## config.mk

```make
export PLATFORM = sky130hd
export DESIGN_NAME = multicycle_control
export DESIGN_NICKNAME = d
export VERILOG_FILES = /design/src/rtl/risc_v_ctrl_pkg.sv /design/src/rtl/multicycle_control_decode.sv /design/src/rtl/multicycle_control.sv
export SDC_FILE = /design/constraint.sdc
export NUM_CORES = 1
export LEC_CHECK = 0
export CAP_MARGIN = 20
export CELL_PAD_IN_SITES_DETAIL_PLACEMENT = 0
export CELL_PAD_IN_SITES_GLOBAL_PLACEMENT = 1
export CORE_AREA = 2 2 70 78
export CTS_CLUSTER_DIAMETER = 120
export DETAILED_ROUTE_END_ITERATION = 8
export DIE_AREA = 0 0 72 80
export DONT_BUFFER_PORTS = 1
export GPL_ROUTABILITY_DRIVEN = 0
export PLACE_DENSITY_LB_ADDON = 0.12
export SLEW_MARGIN = 20
export SYNTH_ARGS = -nofsm -noshare
export SYNTH_HDL_FRONTEND = slang
export SYNTH_SLANG_ARGS = --single-unit
```

## constraint.sdc

```tcl
create_clock -name clk -period 1.6 [get_ports clk]
set_input_delay 0.16 -clock clk [delete_from_list [all_inputs] [get_ports clk]]
set_output_delay 0.16 -clock clk [all_outputs]
set_load 0.05 [all_outputs]
```

## src/rtl/risc_v_ctrl_pkg.sv

```systemverilog
// Shared encodings for the multi-cycle control unit and the datapath it steers.
package risc_v_ctrl_pkg;

    // Opcode field values
    localparam logic [6:0] OpRType  = 7'b0110011;
    localparam logic [6:0] OpIType  = 7'b0010011;
    localparam logic [6:0] OpLui    = 7'b0110111;
    localparam logic [6:0] OpLoad   = 7'b0000011;
    localparam logic [6:0] OpStore  = 7'b0100011;
    localparam logic [6:0] OpBranch = 7'b1100011;
    localparam logic [6:0] OpJal    = 7'b1101111;

    // ALU operation codes
    localparam logic [2:0] AluOpR      = 3'b000;
    localparam logic [2:0] AluOpILogic = 3'b001;
    localparam logic [2:0] AluOpAdd    = 3'b010;
    localparam logic [2:0] AluOpU      = 3'b100;
    localparam logic [2:0] AluOpBranch = 3'b101;

    // ALU operand A select
    localparam logic [1:0] SrcAPc   = 2'b00;
    localparam logic [1:0] SrcARs1  = 2'b01;
    localparam logic [1:0] SrcAZero = 2'b10;

    // ALU operand B select
    localparam logic [1:0] SrcBRs2  = 2'b00;
    localparam logic [1:0] SrcBFour = 2'b01;
    localparam logic [1:0] SrcBImm  = 2'b10;

    // Register write-back source select
    localparam logic [1:0] WbAlu = 2'b00;
    localparam logic [1:0] WbMem = 2'b01;
    localparam logic [1:0] WbPc4 = 2'b10;

    typedef enum logic [3:0] {
        StReset    = 4'd0,
        StFetch    = 4'd1,
        StDecode   = 4'd2,
        StMemAddr  = 4'd3,
        StMemRead  = 4'd4,
        StMemWb    = 4'd5,
        StMemWrite = 4'd6,
        StExecR    = 4'd7,
        StExecI    = 4'd8,
        StExecU    = 4'd9,
        StAluWb    = 4'd10,
        StBranch   = 4'd11,
        StJal      = 4'd12,
        StTrap     = 4'd13
    } state_e;

    typedef struct packed {
        logic       pc_write;
        logic       branch;
        logic       iord;
        logic       mem_read;
        logic       mem_write;
        logic       ir_write;
        logic [1:0] mem_to_reg;
        logic       reg_write;
        logic [1:0] alu_src_a;
        logic [1:0] alu_src_b;
        logic [2:0] alu_op;
        logic       pc_src;
        logic       illegal;
    } ctrl_t;

    localparam int unsigned CtrlWidth = $bits(ctrl_t);

endpackage

```

## src/rtl/multicycle_control_decode.sv

```systemverilog
// Combinational state -> control-vector decode for the multi-cycle control unit.
module multicycle_control_decode
    import risc_v_ctrl_pkg::*;
(
    input  logic [3:0]           state_i,
    input  logic                 mem_ready_i,
    output logic [CtrlWidth-1:0] ctrl_o
);

    ctrl_t ctrl;

    // Moore decode; only the fetch-cycle IR/PC loads look at the memory handshake
    always_comb begin
        ctrl = '0;
        unique case (state_e'(state_i))
            StFetch: begin
                ctrl.mem_read  = 1'b1;
                ctrl.alu_src_a = SrcAPc;
                ctrl.alu_src_b = SrcBFour;
                ctrl.alu_op    = AluOpAdd;
                ctrl.ir_write  = mem_ready_i;
                ctrl.pc_write  = mem_ready_i;
            end
            StDecode: begin
                // Precompute the branch/JAL target into the ALU result register
                ctrl.alu_src_a = SrcAPc;
                ctrl.alu_src_b = SrcBImm;
                ctrl.alu_op    = AluOpAdd;
            end
            StMemAddr: begin
                ctrl.alu_src_a = SrcARs1;
                ctrl.alu_src_b = SrcBImm;
                ctrl.alu_op    = AluOpAdd;
            end
            StMemRead: begin
                ctrl.iord     = 1'b1;
                ctrl.mem_read = 1'b1;
            end
            StMemWb: begin
                ctrl.reg_write  = 1'b1;
                ctrl.mem_to_reg = WbMem;
            end
            StMemWrite: begin
                ctrl.iord      = 1'b1;
                ctrl.mem_write = 1'b1;
            end
            StExecR: begin
                ctrl.alu_src_a = SrcARs1;
                ctrl.alu_src_b = SrcBRs2;
                ctrl.alu_op    = AluOpR;
            end
            StExecI: begin
                ctrl.alu_src_a = SrcARs1;
                ctrl.alu_src_b = SrcBImm;
                ctrl.alu_op    = AluOpILogic;
            end
            StExecU: begin
                ctrl.alu_src_a = SrcAZero;
                ctrl.alu_src_b = SrcBImm;
                ctrl.alu_op    = AluOpU;
            end
            StAluWb: begin
                ctrl.reg_write  = 1'b1;
                ctrl.mem_to_reg = WbAlu;
            end
            StBranch: begin
                ctrl.alu_src_a = SrcARs1;
                ctrl.alu_src_b = SrcBRs2;
                ctrl.alu_op    = AluOpBranch;
                ctrl.branch    = 1'b1;
                ctrl.pc_src    = 1'b1;
            end
            StJal: begin
                ctrl.pc_write   = 1'b1;
                ctrl.pc_src     = 1'b1;
                ctrl.reg_write  = 1'b1;
                ctrl.mem_to_reg = WbPc4;
            end
            StTrap: begin
                ctrl.illegal = 1'b1;
            end
            default: begin
                ctrl = '0;
            end
        endcase
    end

    assign ctrl_o = ctrl;

endmodule

```

## src/rtl/multicycle_control.sv

```systemverilog
// Multi-cycle RISC-V control FSM: state register, next-state logic, retired counter.
module multicycle_control
    import risc_v_ctrl_pkg::*;
#(
    parameter int unsigned OP_WIDTH      = 7,
    parameter int unsigned ALU_OP_WIDTH  = 3,
    parameter int unsigned RET_CNT_WIDTH = 32
) (
    input  logic                     clk,
    input  logic                     reset,
    input  logic [OP_WIDTH-1:0]      OP_i,
    input  logic                     Mem_Ready_i,
    output logic                     PC_Write_o,
    output logic                     Branch_o,
    output logic                     IorD_o,
    output logic                     Mem_Read_o,
    output logic                     Mem_Write_o,
    output logic                     IR_Write_o,
    output logic [1:0]               Mem_to_Reg_o,
    output logic                     Reg_Write_o,
    output logic [1:0]               ALU_Src_A_o,
    output logic [1:0]               ALU_Src_B_o,
    output logic [ALU_OP_WIDTH-1:0]  ALU_Op_o,
    output logic                     PC_Src_o,
    output logic                     Illegal_o,
    output logic [RET_CNT_WIDTH-1:0] Retired_o
);

    state_e                   state_q, state_d;
    logic                     retire;
    logic [RET_CNT_WIDTH-1:0] retired_q, retired_d;
    logic [CtrlWidth-1:0]     ctrl_vec;
    ctrl_t                    ctrl;

    // State register; reset acts immediately, no clock needed
    always_ff @(posedge clk or negedge reset) begin
        if (!reset) begin
            state_q <= StReset;
        end else begin
            state_q <= state_d;
        end
    end

    // Next-state logic and retire strobe
    always_comb begin
        state_d = state_q;
        retire  = 1'b0;
        case (state_q)
            StReset: state_d = StFetch;
            StFetch: begin
                if (Mem_Ready_i) state_d = StDecode;
            end
            StDecode: begin
                case (OP_i)
                    OP_WIDTH'(OpRType):  state_d = StExecR;
                    OP_WIDTH'(OpIType):  state_d = StExecI;
                    OP_WIDTH'(OpLui):    state_d = StExecU;
                    OP_WIDTH'(OpLoad):   state_d = StMemAddr;
                    OP_WIDTH'(OpStore):  state_d = StMemAddr;
                    OP_WIDTH'(OpBranch): state_d = StBranch;
                    OP_WIDTH'(OpJal):    state_d = StJal;
                    default:             state_d = StTrap;
                endcase
            end
            StMemAddr: begin
                // Only loads and stores reach here, so anything not a store is a load
                state_d = (OP_i == OP_WIDTH'(OpStore)) ? StMemWrite : StMemRead;
            end
            StMemRead: begin
                if (Mem_Ready_i) state_d = StMemWb;
            end
            StMemWb: begin
                state_d = StFetch;
                retire  = 1'b1;
            end
            StMemWrite: begin
                if (Mem_Ready_i) begin
                    state_d = StFetch;
                    retire  = 1'b1;
                end
            end
            StExecR, StExecI, StExecU: state_d = StAluWb;
            StAluWb, StBranch, StJal: begin
                state_d = StFetch;
                retire  = 1'b1;
            end
            StTrap:  state_d = StTrap;
            default: state_d = StReset;
        endcase
    end

    // Retired-instruction counter, wraps naturally at its width
    always_comb begin
        retired_d = retired_q;
        if (retire) retired_d = retired_q + RET_CNT_WIDTH'(1);
    end

    // Retired counter register
    always_ff @(posedge clk or negedge reset) begin
        if (!reset) begin
            retired_q <= '0;
        end else begin
            retired_q <= retired_d;
        end
    end

    multicycle_control_decode u_decode (
        .state_i     (state_q),
        .mem_ready_i (Mem_Ready_i),
        .ctrl_o      (ctrl_vec)
    );

    assign ctrl = ctrl_t'(ctrl_vec);

    // Output decode: unpack the control vector onto the datapath ports
    always_comb begin
        PC_Write_o   = ctrl.pc_write;
        Branch_o     = ctrl.branch;
        IorD_o       = ctrl.iord;
        Mem_Read_o   = ctrl.mem_read;
        Mem_Write_o  = ctrl.mem_write;
        IR_Write_o   = ctrl.ir_write;
        Mem_to_Reg_o = ctrl.mem_to_reg;
        Reg_Write_o  = ctrl.reg_write;
        ALU_Src_A_o  = ctrl.alu_src_a;
        ALU_Src_B_o  = ctrl.alu_src_b;
        ALU_Op_o     = ALU_OP_WIDTH'(ctrl.alu_op);
        PC_Src_o     = ctrl.pc_src;
        Illegal_o    = ctrl.illegal;
        Retired_o    = retired_q;
    end

endmodule

```

==> report_table.html <==
<table>
<tr><th>Metric</th><th>Value</th></tr>
<tr><th colspan="2">Run status</th></tr>
<tr><td>Outcome</td><td>finished with violations</td></tr>
<tr><td>Violations in the final reports</td><td>setup timing</td></tr>
<tr><th colspan="2">Routing</th></tr>
<tr><td>Total via count in the routed design</td><td>1,896</td></tr>
<tr><td>First DRT Iteration DRCs</td><td>86</td></tr>
<tr><td>DRC viols</td><td>0</td></tr>
<tr><td>Post-detailed-route count of antenna-violating nets</td><td>0</td></tr>
<tr><td>WL met3</td><td>293 um</td></tr>
<tr><td>Average vias per placed instance</td><td>5.34</td></tr>
<tr><td>Total wirelength of the detailed-routed design</td><td>5.49 mm</td></tr>
<tr><td>Topmost layer with routed signal wires</td><td>met4</td></tr>
<tr><td>Amount of wire on met2 after detailed routing</td><td>2.94 mm</td></tr>
<tr><td>Number of iterations in the first detailed-routing pass</td><td>4</td></tr>
<tr><td>Met1 WL</td><td>2.15 mm</td></tr>
<tr><td>Average wire per standard cell</td><td>15.5 um</td></tr>
<tr><th colspan="2">Synthesis</th></tr>
<tr><td>Most used standard cell by instance count after synthesis</td><td>sky130_fd_sc_hd__dfrtp_1</td></tr>
<tr><td>Share of the synthesized area in the top cell type</td><td>44.4%</td></tr>
<tr><td>Synthesized instance count</td><td>220</td></tr>
<tr><td>Most common library cells after synthesis</td><td>sky130_fd_sc_hd__dfrtp_1 (36), sky130_fd_sc_hd__nor2_1 (27), sky130_fd_sc_hd__nand2_1 (20)</td></tr>
<tr><td>Yosys warning count</td><td>0</td></tr>
<tr><td>Number of synthesized register bits</td><td>36</td></tr>
<tr><td>Post-synthesis instance area</td><td>2030 sq um</td></tr>
<tr><td>Cell types occupying the most area after synthesis</td><td>sky130_fd_sc_hd__dfrtp_1 (44%), sky130_fd_sc_hd__xnor2_1 (8.2%), sky130_fd_sc_hd__xor2_1 (6.0%)</td></tr>
<tr><td>Post-synthesis sequential area ratio</td><td>44.4%</td></tr>
<tr><td>Share of flip-flops with an asynchronous set or reset</td><td>100%</td></tr>
<tr><td>Syn nets</td><td>231</td></tr>
<tr><td>Biggest area consumer among synthesized cells</td><td>sky130_fd_sc_hd__dfrtp_1</td></tr>
<tr><td>Post-synth EDFFs</td><td>0</td></tr>
<tr><td>Main flop type after synthesis</td><td>sky130_fd_sc_hd__dfrtp_1</td></tr>
<tr><td>Mean post-synth cell area</td><td>9.23 sq um</td></tr>
<tr><td>Distinct cell type count after synthesis</td><td>38</td></tr>
<tr><th colspan="2">STA</th></tr>
<tr><td>Max Transition Viols Final</td><td>0</td></tr>
<tr><td>Post-route clock period utilization</td><td>105%</td></tr>
<tr><td>Final setup violating endpoints</td><td>15</td></tr>
<tr><td>Total count of hold-check failures in the final report</td><td>0</td></tr>
<tr><td>Post-layout min period</td><td>1670 ps</td></tr>
<tr><td>RSZ-0062 raised after global routing</td><td>true</td></tr>
<tr><td>Slew @ Worst Pin</td><td>490 ps</td></tr>
<tr><td>Worst Hold Margin</td><td>124 ps</td></tr>
<tr><td>Max Clock Skew</td><td>6.75 ps</td></tr>
<tr><td>Peak Freq</td><td>0.598 GHz</td></tr>
<tr><td>Worst Slack Setup Final</td><td>-72.1 ps</td></tr>
<tr><td>Post-route setup TNS</td><td>-456 ps</td></tr>
<tr><td>Relative slew slack</td><td>67.4%</td></tr>
<tr><th colspan="2">Global routing</th></tr>
<tr><td>Global-route wire length before repair</td><td>9.00 mm</td></tr>
<tr><td>Number of global-route vias before repair</td><td>1,941</td></tr>
<tr><td>Total GRT Usage</td><td>19.7%</td></tr>
<tr><td>Overflow after GRT</td><td>0</td></tr>
<tr><td>Antenna violations before repair</td><td>0</td></tr>
<tr><td>Largest net degree at the start of global routing</td><td>37</td></tr>
<tr><th colspan="2">CTS</th></tr>
<tr><td>Library cell used as clock root buffer</td><td>sky130_fd_sc_hd__clkbuf_8</td></tr>
<tr><td>Clock latency of the later-clocked register in the worst-skew pair</td><td>280 ps</td></tr>
<tr><td>Deepest clock path buffer count</td><td>2</td></tr>
<tr><td>Clock tree from TritonCTS</td><td>yes</td></tr>
<tr><td>Clock sink count</td><td>36</td></tr>
<tr><td>TritonCTS Buffers</td><td>5</td></tr>
<tr><td>CTS H-tree depth</td><td>2</td></tr>
<tr><td>Clock-pin slew of the registers on the worst-case setup and hold paths</td><td>70 ps</td></tr>
<tr><th colspan="2">Floorplanning</th></tr>
<tr><td>Core area</td><td>4970 sq um</td></tr>
<tr><td>Top-level I/O count</td><td>60</td></tr>
<tr><td>Horizontal die dimension</td><td>72 um</td></tr>
<tr><td>Site row count</td><td>27</td></tr>
<tr><td>Full die area</td><td>5760 sq um</td></tr>
<tr><td>Effective utilization at floorplan</td><td>40.9%</td></tr>
<tr><td>Vertical die dimension</td><td>80 um</td></tr>
<tr><th colspan="2">Final layout</th></tr>
<tr><td>Area of all sequential standard cells</td><td>928 sq um</td></tr>
<tr><td>Diode count</td><td>0</td></tr>
<tr><td>Filler instances</td><td>412</td></tr>
<tr><td>Final-stage net count</td><td>307</td></tr>
<tr><td>Synthesis-to-layout area growth</td><td>55.1%</td></tr>
<tr><td>Layout cells sized above 1</td><td>47.1%</td></tr>
<tr><td>Multi-input gate area</td><td>1290 sq um</td></tr>
<tr><th colspan="2">Job</th></tr>
<tr><td>Count of max-cap constraint violations</td><td>0</td></tr>
<tr><th colspan="2">Setup path</th></tr>
<tr><td>Critical path data required time</td><td>1440 ps</td></tr>
<tr><td>Sequence of cells on the critical path</td><td>buf_6 &gt; nand2b_4 &gt; nor4_4 &gt; or2_4</td></tr>
<tr><td>Setup Crit Path Kind</td><td>register to output port</td></tr>
<tr><td>Critical path's largest stage delay</td><td>440 ps</td></tr>
<tr><td>Arrival time at the worst endpoint</td><td>1510 ps</td></tr>
<tr><td>Worst setup SP type</td><td>register</td></tr>
<tr><td>Element type at the critical path end</td><td>output port</td></tr>
<tr><td>Slowest stage cell on the critical path</td><td>sky130_fd_sc_hd__dfrtp_2</td></tr>
<tr><td>Highest net fanout along the worst path</td><td>5</td></tr>
<tr><th colspan="2">Placement</th></tr>
<tr><td>DPL Wire Length</td><td>3.86 mm</td></tr>
<tr><td>IO Port Bufs</td><td>0</td></tr>
<tr><td>Dpl ws</td><td>-17.7 ps</td></tr>
<tr><th colspan="2">Min path</th></tr>
<tr><td>Class of the tightest hold or removal check</td><td>input pin to register</td></tr>
<tr><th colspan="2">Pwr</th></tr>
<tr><td>Pwr Density</td><td>1740 nW/um^2</td></tr>
<tr><td>Static Leakage</td><td>0.00143 uW</td></tr>
<tr><td>Maximum resistive drop on vdd</td><td>1590 uV</td></tr>
</table>
-- cells in the final DEF (no fill, tap or decap), drive strengths merged, types with 3 or more instances in the layout --
master	n
xnor2	19
nor4	3
nand2	20
o21ai	4
inv	9
a21oi	3
nor2	27
nand3	15
o22ai	4
nand4	12
dfrtp	36
buf	75
and2	6
clkbuf	7
nor2b	3
xor2	14
nand2b	7
nor3	8
-- area by class of cell --
class / instances / share of cell area (%)
multi-input combinational: 167 / 41.0
clock inverter: 1 / 0.159
inverter: 10 / 1.31
sequential: 36 / 29.5
tap: 58 / 2.30
clock buffer: 7 / 2.42
timing repair buffer: 76 / 23.4
-- path summary, 6_finish.rpt --
kind,startpoint,end,slack [ps],cells after the start
min,OP_i[2],state_q[1],120,2
min reg2reg,Retired_o[7],Retired_o[7],500,1
max in group asynchronous,reset,Retired_o[12],1070,2
max,state_q[1],PC_Write_o,-70,4
min in group asynchronous,reset,Retired_o[24],330,2
max reg2reg,state_q[3],Retired_o[21],-60,6
-- power breakdown --
group | switching, uW | internal, uW
clock | 312 | 305
sequential | 161 | 1050
combinational | 2050 | 1590
total | 2520 | 2950
-- per-layer routing --
layer | up-vias | track usage (%)
li1 | 910 | -
met1 | 917 | 21.8
met2 | 57 | 35.8
met3 | 12 | 4.92
met4 | 0 | 7.55
met5 | - | 0
-- worst max-delay path: cells and delay by family (launching register included) --
family	cells	cell delay (ps)
buffers and inverters	1	140
flip-flops	1	440
AND/OR/NAND/NOR	3	650
-- registers in the layout, indices dropped and copies added (netlist names) --
register and cells:
Retired_o 32, state_q 4
-- metrics by stage --
| stage | util (%) | total power [uW] | cell area, sq um | std cells |
|---|---|---|---|---|
| finish | 63.4 | 5470 | 3150 | 355 |
| global placement | 55.0 | 4060 | 2730 | 332 |
| floorplan | - | 3160 | 2150 | 220 |
| CTS | 61.1 | 5230 | 3030 | 353 |
| detailed placement | 55.0 | 4100 | 2730 | 332 |
| global route | 63.4 | 5740 | 3150 | 355 |
-- cell families (layout without fill, tap and decap cells) --
group                    after synthesis  in the layout  synth area share (%)
flip-flops                            36             36                  44.4
multiplexers                           2              2                  1.11
AND/OR/NAND/NOR                      111            111                  29.3
AO/OA/AOI/OAI                         19             19                  6.35
buffers and inverters                 17             94                  3.57
adder cells (fa/ha/maj)                2              2                  1.11
XOR/XNOR                              33             33                  14.2
-- timing repair --
action | 4_1_cts | 5_1_grt
hold buffers | 2 | 0
buffers inserted | 10 | 3
endpoints found under the setup margin | 20 | 43
gates cloned | 2 | 0
gates resized for setup | 29 | 21
pin swaps | 3 | 7
hold endpoints to repair | 36 | 0
Power figures use the tool's default switching activity.
